File: config.mk
export PLATFORM = sky130hd
export DESIGN_NAME = csr_req_gen_flat
export DESIGN_NICKNAME = d
export VERILOG_FILES = /design/src/rtl/csr_req_gen_if.sv /design/src/rtl/csr_req_gen.sv /design/src/flat_wrapper.sv
export SDC_FILE = /design/constraint.sdc
export NUM_CORES = 1
export LEC_CHECK = 0
export BUFFER_PORTS_ARGS = -buffer_cell sky130_fd_sc_hd__buf_2
export CAP_MARGIN = 25
export CELL_PAD_IN_SITES_DETAIL_PLACEMENT = 1
export CELL_PAD_IN_SITES_GLOBAL_PLACEMENT = 1
export CORE_AREA = 2 2 195 197
export CTS_CLUSTER_SIZE = 24
export DETAILED_ROUTE_END_ITERATION = 12
export DIE_AREA = 0 0 197 199
export PLACE_DENSITY = 0.71
export SYNTH_ARGS = -nofsm -noshare
export SYNTH_HDL_FRONTEND = slang
export SYNTH_SLANG_ARGS = --single-unit
File: constraint.sdc
create_clock -name clk -period 4.5 [get_ports clk]
set_clock_uncertainty 0.1 [all_clocks]
set_input_delay 0 -clock clk [delete_from_list [all_inputs] [get_ports clk]]
set_output_delay 0 -clock clk [all_outputs]
set_load 0.02 [all_outputs]
File: src/rtl/csr_req_gen_if.sv
// Bundle between writeback/CSR file (master side) and csr_req_gen (slave side).
// Latency: none, wires only.
// Backpressure: req_ready gates acceptance; CSR and redirect strobes are single-cycle, no stall.
interface csr_req_gen_if #(
    parameter int XLEN = 64
);
    // request from writeback
    logic            req_valid;
    logic            req_ready;
    logic [2:0]      req_op;
    logic [11:0]     req_csr;
    logic [XLEN-1:0] req_src;
    logic            req_src_zero;
    logic [XLEN-1:0] req_pc;
    logic            req_exc;
    logic            req_mret;
    logic            flush;

    // CSR file command/read port
    logic [11:0]     csr_ra;
    logic [XLEN-1:0] csr_rdata;
    logic            csr_valid;
    logic            csr_w_valid;
    logic [11:0]     csr_wa;
    logic [XLEN-1:0] csr_wd;
    logic            csr_is_exc;
    logic            csr_is_mret;
    logic [XLEN-1:0] csr_pc;

    // rd writeback and fetch redirect
    logic            resp_valid;
    logic [XLEN-1:0] resp_rdata;
    logic            redirect_valid;
    logic [XLEN-1:0] redirect_pc;

    // environment side: writeback stage plus CSR file read data
    modport master (
        output req_valid, req_op, req_csr, req_src, req_src_zero, req_pc,
               req_exc, req_mret, flush, csr_rdata,
        input  req_ready, csr_ra, csr_valid, csr_w_valid, csr_wa, csr_wd,
               csr_is_exc, csr_is_mret, csr_pc, resp_valid, resp_rdata,
               redirect_valid, redirect_pc
    );

    // request generator side
    modport slave (
        input  req_valid, req_op, req_csr, req_src, req_src_zero, req_pc,
               req_exc, req_mret, flush, csr_rdata,
        output req_ready, csr_ra, csr_valid, csr_w_valid, csr_wa, csr_wd,
               csr_is_exc, csr_is_mret, csr_pc, resp_valid, resp_rdata,
               redirect_valid, redirect_pc
    );
endinterface

File: src/rtl/csr_req_gen.sv
// Turns committed CSR ops / traps / mret into read-then-write CSR commands plus rd result and PC redirect.
// Latency: accept at edge T, read during T+1, command/resp/redirect during T+2, ready again in T+3.
// Backpressure: req_ready low while a sequence runs; outputs are one-cycle pulses with no downstream stall.
module csr_req_gen #(
    parameter int          XLEN       = 64,
    parameter logic [11:0] MTVEC_ADDR = 12'h305,
    parameter logic [11:0] MEPC_ADDR  = 12'h341
) (
    input  logic         clk,
    input  logic         reset,
    csr_req_gen_if.slave bus
);

    typedef enum logic [2:0] {
        IDLE,
        CSR_RD,
        CSR_WR,
        TRAP_RD,
        TRAP_WR,
        MRET_RD,
        MRET_WR
    } state_t;

    state_t          state_q, state_d;
    logic [2:0]      op_q, op_d;
    logic [11:0]     csr_q, csr_d;
    logic [XLEN-1:0] src_q, src_d;
    logic            src_zero_q, src_zero_d;
    logic [XLEN-1:0] pc_q, pc_d;
    logic [XLEN-1:0] old_q, old_d;

    logic [XLEN-1:0] new_val;
    logic            wr_en;

    // Next state: latch the request in IDLE, capture read data in any *_RD state, flush only before commit
    always_comb begin
        state_d    = state_q;
        op_d       = op_q;
        csr_d      = csr_q;
        src_d      = src_q;
        src_zero_d = src_zero_q;
        pc_d       = pc_q;
        old_d      = old_q;
        case (state_q)
            IDLE: begin
                if (bus.req_valid && !bus.flush) begin
                    op_d       = bus.req_op;
                    csr_d      = bus.req_csr;
                    src_d      = bus.req_src;
                    src_zero_d = bus.req_src_zero;
                    pc_d       = bus.req_pc;
                    // trap beats mret beats a plain CSR op
                    if (bus.req_exc) begin
                        state_d = TRAP_RD;
                    end else if (bus.req_mret) begin
                        state_d = MRET_RD;
                    end else begin
                        state_d = CSR_RD;
                    end
                end
            end
            CSR_RD: begin
                old_d   = bus.csr_rdata;
                state_d = bus.flush ? IDLE : CSR_WR;
            end
            TRAP_RD: begin
                old_d   = bus.csr_rdata;
                state_d = bus.flush ? IDLE : TRAP_WR;
            end
            MRET_RD: begin
                old_d   = bus.csr_rdata;
                state_d = bus.flush ? IDLE : MRET_WR;
            end
            // write cycles are the commit point: always complete
            CSR_WR, TRAP_WR, MRET_WR: state_d = IDLE;
            default: state_d = IDLE;
        endcase
    end

    // State and request latches; reset abandons any sequence in flight
    always_ff @(posedge clk) begin
        if (reset) begin
            state_q    <= IDLE;
            op_q       <= 3'b000;
            csr_q      <= 12'h000;
            src_q      <= '0;
            src_zero_q <= 1'b0;
            pc_q       <= '0;
            old_q      <= '0;
        end else begin
            state_q    <= state_d;
            op_q       <= op_d;
            csr_q      <= csr_d;
            src_q      <= src_d;
            src_zero_q <= src_zero_d;
            pc_q       <= pc_d;
            old_q      <= old_d;
        end
    end

    // New CSR value and write enable; set/clear with a zero operand and read-only CSRs never write
    always_comb begin
        new_val = src_q;
        case (op_q)
            3'b001, 3'b101: new_val = src_q;
            3'b010, 3'b110: new_val = old_q | src_q;
            3'b011, 3'b111: new_val = old_q & ~src_q;
            default:        new_val = src_q;
        endcase
        // op_q[1] marks the set/clear family
        wr_en = !((op_q[1] && src_zero_q) || (csr_q[11:10] == 2'b11));
    end

    // Moore outputs: buses are zero outside the state that owns them
    always_comb begin
        bus.req_ready      = 1'b0;
        bus.csr_ra         = 12'h000;
        bus.csr_valid      = 1'b0;
        bus.csr_w_valid    = 1'b0;
        bus.csr_wa         = 12'h000;
        bus.csr_wd         = '0;
        bus.csr_is_exc     = 1'b0;
        bus.csr_is_mret    = 1'b0;
        bus.csr_pc         = '0;
        bus.resp_valid     = 1'b0;
        bus.resp_rdata     = '0;
        bus.redirect_valid = 1'b0;
        bus.redirect_pc    = '0;
        case (state_q)
            IDLE:    bus.req_ready = 1'b1;
            CSR_RD:  bus.csr_ra    = csr_q;
            TRAP_RD: bus.csr_ra    = MTVEC_ADDR;
            MRET_RD: bus.csr_ra    = MEPC_ADDR;
            CSR_WR: begin
                bus.csr_valid   = 1'b1;
                bus.csr_w_valid = wr_en;
                bus.csr_wa      = csr_q;
                bus.csr_wd      = new_val;
                bus.resp_valid  = 1'b1;
                bus.resp_rdata  = old_q;
            end
            TRAP_WR: begin
                bus.csr_valid      = 1'b1;
                bus.csr_is_exc     = 1'b1;
                bus.csr_pc         = pc_q;
                bus.redirect_valid = 1'b1;
                // direct mode only: mtvec mode bits dropped
                bus.redirect_pc    = {old_q[XLEN-1:2], 2'b00};
            end
            MRET_WR: begin
                bus.csr_valid      = 1'b1;
                bus.csr_is_mret    = 1'b1;
                bus.redirect_valid = 1'b1;
                bus.redirect_pc    = old_q;
            end
            default: bus.req_ready = 1'b0;
        endcase
    end

endmodule
File: src/flat_wrapper.sv
// flat-port wrapper written by rule: the top's interface ports become plain ports
module csr_req_gen_flat 
#(
    parameter int          XLEN       = 64,
    parameter logic [11:0] MTVEC_ADDR = 12'h305,
    parameter logic [11:0] MEPC_ADDR  = 12'h341
)
  (clk, reset, bus_req_valid, bus_req_op, bus_req_csr, bus_req_src, bus_req_src_zero, bus_req_pc, bus_req_exc, bus_req_mret, bus_flush, bus_csr_rdata, bus_req_ready, bus_csr_ra, bus_csr_valid, bus_csr_w_valid, bus_csr_wa, bus_csr_wd, bus_csr_is_exc, bus_csr_is_mret, bus_csr_pc, bus_resp_valid, bus_resp_rdata, bus_redirect_valid, bus_redirect_pc);
  csr_req_gen_if #(.XLEN(XLEN)) bus_i ();
  input  logic clk;
  input  logic reset;
  input wire logic [$bits(bus_i.req_valid)-1:0] bus_req_valid;
  input wire logic [$bits(bus_i.req_op)-1:0] bus_req_op;
  input wire logic [$bits(bus_i.req_csr)-1:0] bus_req_csr;
  input wire logic [$bits(bus_i.req_src)-1:0] bus_req_src;
  input wire logic [$bits(bus_i.req_src_zero)-1:0] bus_req_src_zero;
  input wire logic [$bits(bus_i.req_pc)-1:0] bus_req_pc;
  input wire logic [$bits(bus_i.req_exc)-1:0] bus_req_exc;
  input wire logic [$bits(bus_i.req_mret)-1:0] bus_req_mret;
  input wire logic [$bits(bus_i.flush)-1:0] bus_flush;
  input wire logic [$bits(bus_i.csr_rdata)-1:0] bus_csr_rdata;
  output wire logic [$bits(bus_i.req_ready)-1:0] bus_req_ready;
  output wire logic [$bits(bus_i.csr_ra)-1:0] bus_csr_ra;
  output wire logic [$bits(bus_i.csr_valid)-1:0] bus_csr_valid;
  output wire logic [$bits(bus_i.csr_w_valid)-1:0] bus_csr_w_valid;
  output wire logic [$bits(bus_i.csr_wa)-1:0] bus_csr_wa;
  output wire logic [$bits(bus_i.csr_wd)-1:0] bus_csr_wd;
  output wire logic [$bits(bus_i.csr_is_exc)-1:0] bus_csr_is_exc;
  output wire logic [$bits(bus_i.csr_is_mret)-1:0] bus_csr_is_mret;
  output wire logic [$bits(bus_i.csr_pc)-1:0] bus_csr_pc;
  output wire logic [$bits(bus_i.resp_valid)-1:0] bus_resp_valid;
  output wire logic [$bits(bus_i.resp_rdata)-1:0] bus_resp_rdata;
  output wire logic [$bits(bus_i.redirect_valid)-1:0] bus_redirect_valid;
  output wire logic [$bits(bus_i.redirect_pc)-1:0] bus_redirect_pc;
  assign bus_i.req_valid = bus_req_valid;
  assign bus_i.req_op = bus_req_op;
  assign bus_i.req_csr = bus_req_csr;
  assign bus_i.req_src = bus_req_src;
  assign bus_i.req_src_zero = bus_req_src_zero;
  assign bus_i.req_pc = bus_req_pc;
  assign bus_i.req_exc = bus_req_exc;
  assign bus_i.req_mret = bus_req_mret;
  assign bus_i.flush = bus_flush;
  assign bus_i.csr_rdata = bus_csr_rdata;
  assign bus_req_ready = bus_i.req_ready;
  assign bus_csr_ra = bus_i.csr_ra;
  assign bus_csr_valid = bus_i.csr_valid;
  assign bus_csr_w_valid = bus_i.csr_w_valid;
  assign bus_csr_wa = bus_i.csr_wa;
  assign bus_csr_wd = bus_i.csr_wd;
  assign bus_csr_is_exc = bus_i.csr_is_exc;
  assign bus_csr_is_mret = bus_i.csr_is_mret;
  assign bus_csr_pc = bus_i.csr_pc;
  assign bus_resp_valid = bus_i.resp_valid;
  assign bus_resp_rdata = bus_i.resp_rdata;
  assign bus_redirect_valid = bus_i.redirect_valid;
  assign bus_redirect_pc = bus_i.redirect_pc;
  csr_req_gen #(.XLEN(XLEN), .MTVEC_ADDR(MTVEC_ADDR), .MEPC_ADDR(MEPC_ADDR)) u_core (.clk(clk), .reset(reset), .bus(bus_i));
endmodule
# Word level (Yosys, flattened, before mapping)
# Cells that the tools add are included.
# W data, S select, Z words.
word_totals:
  in_bits: 214
  out_inout_bits: 287
  reg_bits: 211
  wordCells: 55
classes:
  n_eq_ne: 12
  mux: 21
  n_bitwise: 3
  n_reduce_logical: 12
ops:
  columns: ["operator", "count"]
  rows:
  - ["$pmux W64 S2", 2]
  - ["$mux W64", 3]
  - ["$and A64 B64 Y64", 1]
  - ["$not A64 Y64", 1]
  - ["$or A64 B64 Y64", 1]
  - ["$pmux W12 S3", 1]
  - ["$eq A3 B3 Y1 const B", 5]
  - ["$mux W3", 5]
  - ["$eq A3 B2 Y1 const B", 4]
  - ["$mux W12", 1]
  - ["$pmux W3 S4", 1]
  - ["$mux W1", 7]
  - ["$reduce_or A2 Y1", 3]
  - ["$reduce_or A3 Y1", 2]
  - ["$eq A3 B1 Y1 const B", 1]
  - ["$logic_not A3 Y1", 1]
  - ["$eq A2 B2 Y1 const B", 1]
  - ["$logic_and A1 B1 Y1", 2]
  - ["$logic_not A1 Y1", 2]
  - ["$mux W2", 1]
  - ["$ne A2 B1 Y1 const B", 1]
  - ["$reduce_and A2 Y1", 1]
  - ["$logic_or A1 B1 Y1", 1]

# Longest topological paths before layout
logic_depth:
  depth_word: 4
  mapped_depth: 6
  mapped_depth_nobuf: 3

# Least setup slack after synthesis
# Ideal clock, no wire load.
synth_timing:
  kind: "register to register"
  from: "reg u_core.state_q[1]"
  to: "reg u_core.state_q[1]"
  period_less_slack_ns: 1.605
  n_path_buf: 2
  t_required_ns: 4.334
  path_slack_ns: 2.895
  setup_time_ns: 0.066
  arrival_ns: 1.439
  stages_incl_launch_ff: 6
  path_cell_list: "dfxtp_1 buf_2 clkbuf_1 nor3_1 a22oi_1 nor2_1"
synth_between:
  elab_chain_cells: 2
  elab_cells_between_ends: 6
  classes_between: "eq/ne (4); mux (1); reduce/logical (1)"
synth_lines:
  columns: ["item", "line", "text"]
  rows:
  - ["start: declaration", "csr_req_gen.sv:24", "state_t state_q, state_d;"]
  - ["start signal: assignment", "csr_req_gen.sv:91", "state_q <= state_d;"]
  - ["$eq A3 B3 Y1, or another cell as far along", "csr_req_gen.sv:44", "case (state_q)"]
  - ["$pmux W3 S4 or $ne A2 B1 Y1 (tied branches)", null, null]
# Several ways; a longest one is shown, not always the timed one.
# A chain may end at the register's enable or synchronous reset.

# Worst setup path in the final report
layout_timing:
  from: "reg u_core.state_q[0]"
  to: "out bus_csr_wd[16]"
layout_between:
  elab_chain_cells: 2
layout_lines:
  columns: ["item", "line", "text"]
  rows:
  - ["$eq A3 B2 Y1", "csr_req_gen.sv:129", "case (state_q)"]
  - ["$mux W64", "csr_req_gen.sv:129", null]
  - ["end: declaration", "flat_wrapper.sv:27", "output wire logic [$bits(bus_i.csr_wd)-1:0] bus_csr_wd;"]
# No other way between the ends.

==> impl_metrics.ini <==
[floorplanning]
core_area_mm2 = 0.0371
start_util_pct = 30.5
dieArea_mm2 = 0.0392
std_cell_rows = 71
dieHeight_um = 199
io_pins = 501
dieWidth_um = 197

[critical_path]
start_kind = flop
worstPathRequired_ps = 4400
crit_type = flop to primary output
reg2reg_slack_ps = 1570
path_depth = 5
arrival_ps = 3350
crit_path_max_fanout = 66
cp_slowest_cell = nand2_4
critPathCaptureType = primary output
crit_buf_inv = 2
slowest_delay_ps = 590
r2r_cells = 5
crit_family = simple AND/OR/NAND/NOR gates
cp_cell_sequence = nor2_4, buf_4, nand2_4, a21oi_1, buf_2

[power_and_ir_drop]
switching_share_pct = 26.7
power_density_mw_per_mm2 = 283
pwr-share-clk_pct = 44.3
combPwrFrac_pct = 13.9
power_switching_w = 0.00131
cellLeakagePower_nw = 7.99
seq_power_share_pct = 41.9
p_int_w = 0.00359
ir_worst_vdd_mv = 0.263

[placed_design]
dp_hpwl_um = 29600
port-buffer-count = 499
place_congestion = 0.855

[timing]
finalCritPeriodShare_pct = 76.7
worst_slew_pin_slew_ps = 1030
slew_headroom_pct = 31.0
setup_viol = 0
drv_slew = 0
fin_setup_tns_ps = 0
rsz0062_at_grt = false
finalHoldViolCount = 0
fin_crit_ps = 3450
fmax_mhz = 290

[global_routing]
antenna_found_initial = 4
grt.overflow.total = 0
grt.total_usage_pct = 24.2
grt_max_degree = 154
grt_pass1_vias = 13084
grt_pass1_wl_um = 74900

[finish]
final_nets = 2255
layout_commonest_cell = buf_2
area_growth_pct = 52.6
layout_common_cells = buf_2 (498), nand2b_1 (286), dlygate4sd3_1 (233)
final_core_util_pct = 46.6
drive_gt1_share_pct = 27.3
fillers = 4468

[routing]
drtIter0Drc = 432
dr.pass1.iters = 4
wl_per_cell_um = 19.5
totalWireLength_um = 49500
drc_errors = 0
vias = 12228
drtAntennaViolNets = 0
viasPerCell = 4.82

[run_status]
status = finished clean

[clock_tree]
hold_buffers = 233
clock_sinks = 210
htree_levels = 1
cts_buffers = 27
post_cts_resized = 0
cts_tree = yes
clock_latency_ps = 550
clk_pin_slew_worst_paths_ps = 60
cts_buffer_depth = 3
clockRootBuffer = clkbuf_16
post_cts_buffers = 0

[synthesis]
netlist_instances = 1392
ys_warn_count = 0
synth.distinct_cells = 28
netlist_area_mm2 = 0.0113
synth_seq_area_share_pct = 37.1
syn-num-nets = 1606
ys_seq_elements = 210
synth_area_per_cell_um2 = 8.15

[min_path]
hp-class = input port to flop
hold_depth = 2

[run]
maxCapViolCount = 0
## worst paths after layout
check	from	end
worst max register to register	u_core.state_q[0]$_SDFFE_PP0P_	u_core.old_q[56]$_SDFFE_PP0P_
worst min-delay path	reset	u_core.old_q[57]$_SDFFE_PP0P_
worst max-delay path	u_core.state_q[0]$_SDFFE_PP0P_	bus_csr_wd[16]
worst min register to register	u_core.pc_q[53]$_SDFFE_PP0P_	u_core.pc_q[53]$_SDFFE_PP0P_
## area by class of cell
class                   instances  area (µm²)  area share [%]
diodes                          3        7.51          0.0434
clock inverters                 8        52.6           0.304
clock buffers                  41         831            4.80
multi-input cells            1058        6630            38.3
repair buffers                743        4970            28.7
flip-flops and latches        210        4210            24.3
inverters                       1        3.75          0.0217
well taps                     474         593            3.43
## kinds of logic after synthesis
group                  synth area share, %
AO/OA/AOI/OAI                         6.11
buffers and inverters                 4.94
AND/OR/NAND/NOR                       39.3
multiplexers                          12.6
flip-flops                            37.1
## registers in the layout, indices dropped and copies added, names as in the netlist
signal and count:
u_core.src_zero_q 1, u_core.src_q 64, u_core.op_q 2, u_core.csr_q 12, u_core.pc_q 64, u_core.state_q 3, u_core.old_q 64
## per-layer routing
metal	wire (µm)	part of all wire, %	up-vias	GRT usage [%]
met5	12	0.024	-	0
met4	1120	2.3	2	6.60
met3	3500	7.1	79	6.51
met2	24700	50	422	44.2
met1	20200	41	5875	27.7
li1	-	-	5850	-
## Yosys cell counts
cell type | instances | area [µm²]
nor3b_1 | 2 | 15.0
buf_6 | 6 | 67.6
a221oi_1 | 1 | 8.76
nand3_1 | 1 | 5.00
buf_4 | 10 | 75.1
nor2_1 | 10 | 37.5
and3_1 | 86 | 538
nor3_1 | 4 | 20.0
a21oi_1 | 129 | 646
clkbuf_1 | 95 | 357
buf_2 | 10 | 50.1
buf_1 | 2 | 7.51
nor2_2 | 1 | 6.26
nand2_1 | 194 | 728
nand3b_1 | 64 | 480
nor4bb_1 | 1 | 10.0
nor4b_1 | 1 | 8.76
a21boi_1 | 1 | 7.51
inv_1 | 1 | 3.75
nor2b_1 | 3 | 18.8
a21bo_2 | 1 | 10.0
a22oi_1 | 1 | 7.51
nand2b_1 | 286 | 1790
mux2i_1 | 143 | 1430
and2_1 | 127 | 795
o21bai_1 | 1 | 7.51
a31oi_1 | 1 | 6.26
dfxtp_1 | 210 | 4200
## power groups by stage
stage / registers (W) / logic [W] / clock network (W)
finish: 0.00205 / 0.000680 / 0.00217
global route: 0.00206 / 0.000738 / 0.00229
CTS: 0.00205 / 0.000666 / 0.00221
detailed placement: 0.00208 / 0.000500 / 0
global placement: 0.00208 / 0.000485 / 0
floorplan: 0.00203 / 0.000341 / 0
## metrics by stage
step                      power [W]  hold WS, ps  instances  cell area, µm²  worst slack (ps)
final                       0.00490       0.0248       2538           17300              1050
after global routing        0.00509         67.5       2536           17300               874
after CTS                   0.00493         5.74       2534           17300               987
after detailed placement    0.00259          148       2252           14100              1630
after global placement      0.00256          142       2252           14100              1730
after floorplan             0.00237         36.0       1392           11300              2900
Note: power is estimated with default switching activity, not from simulation.
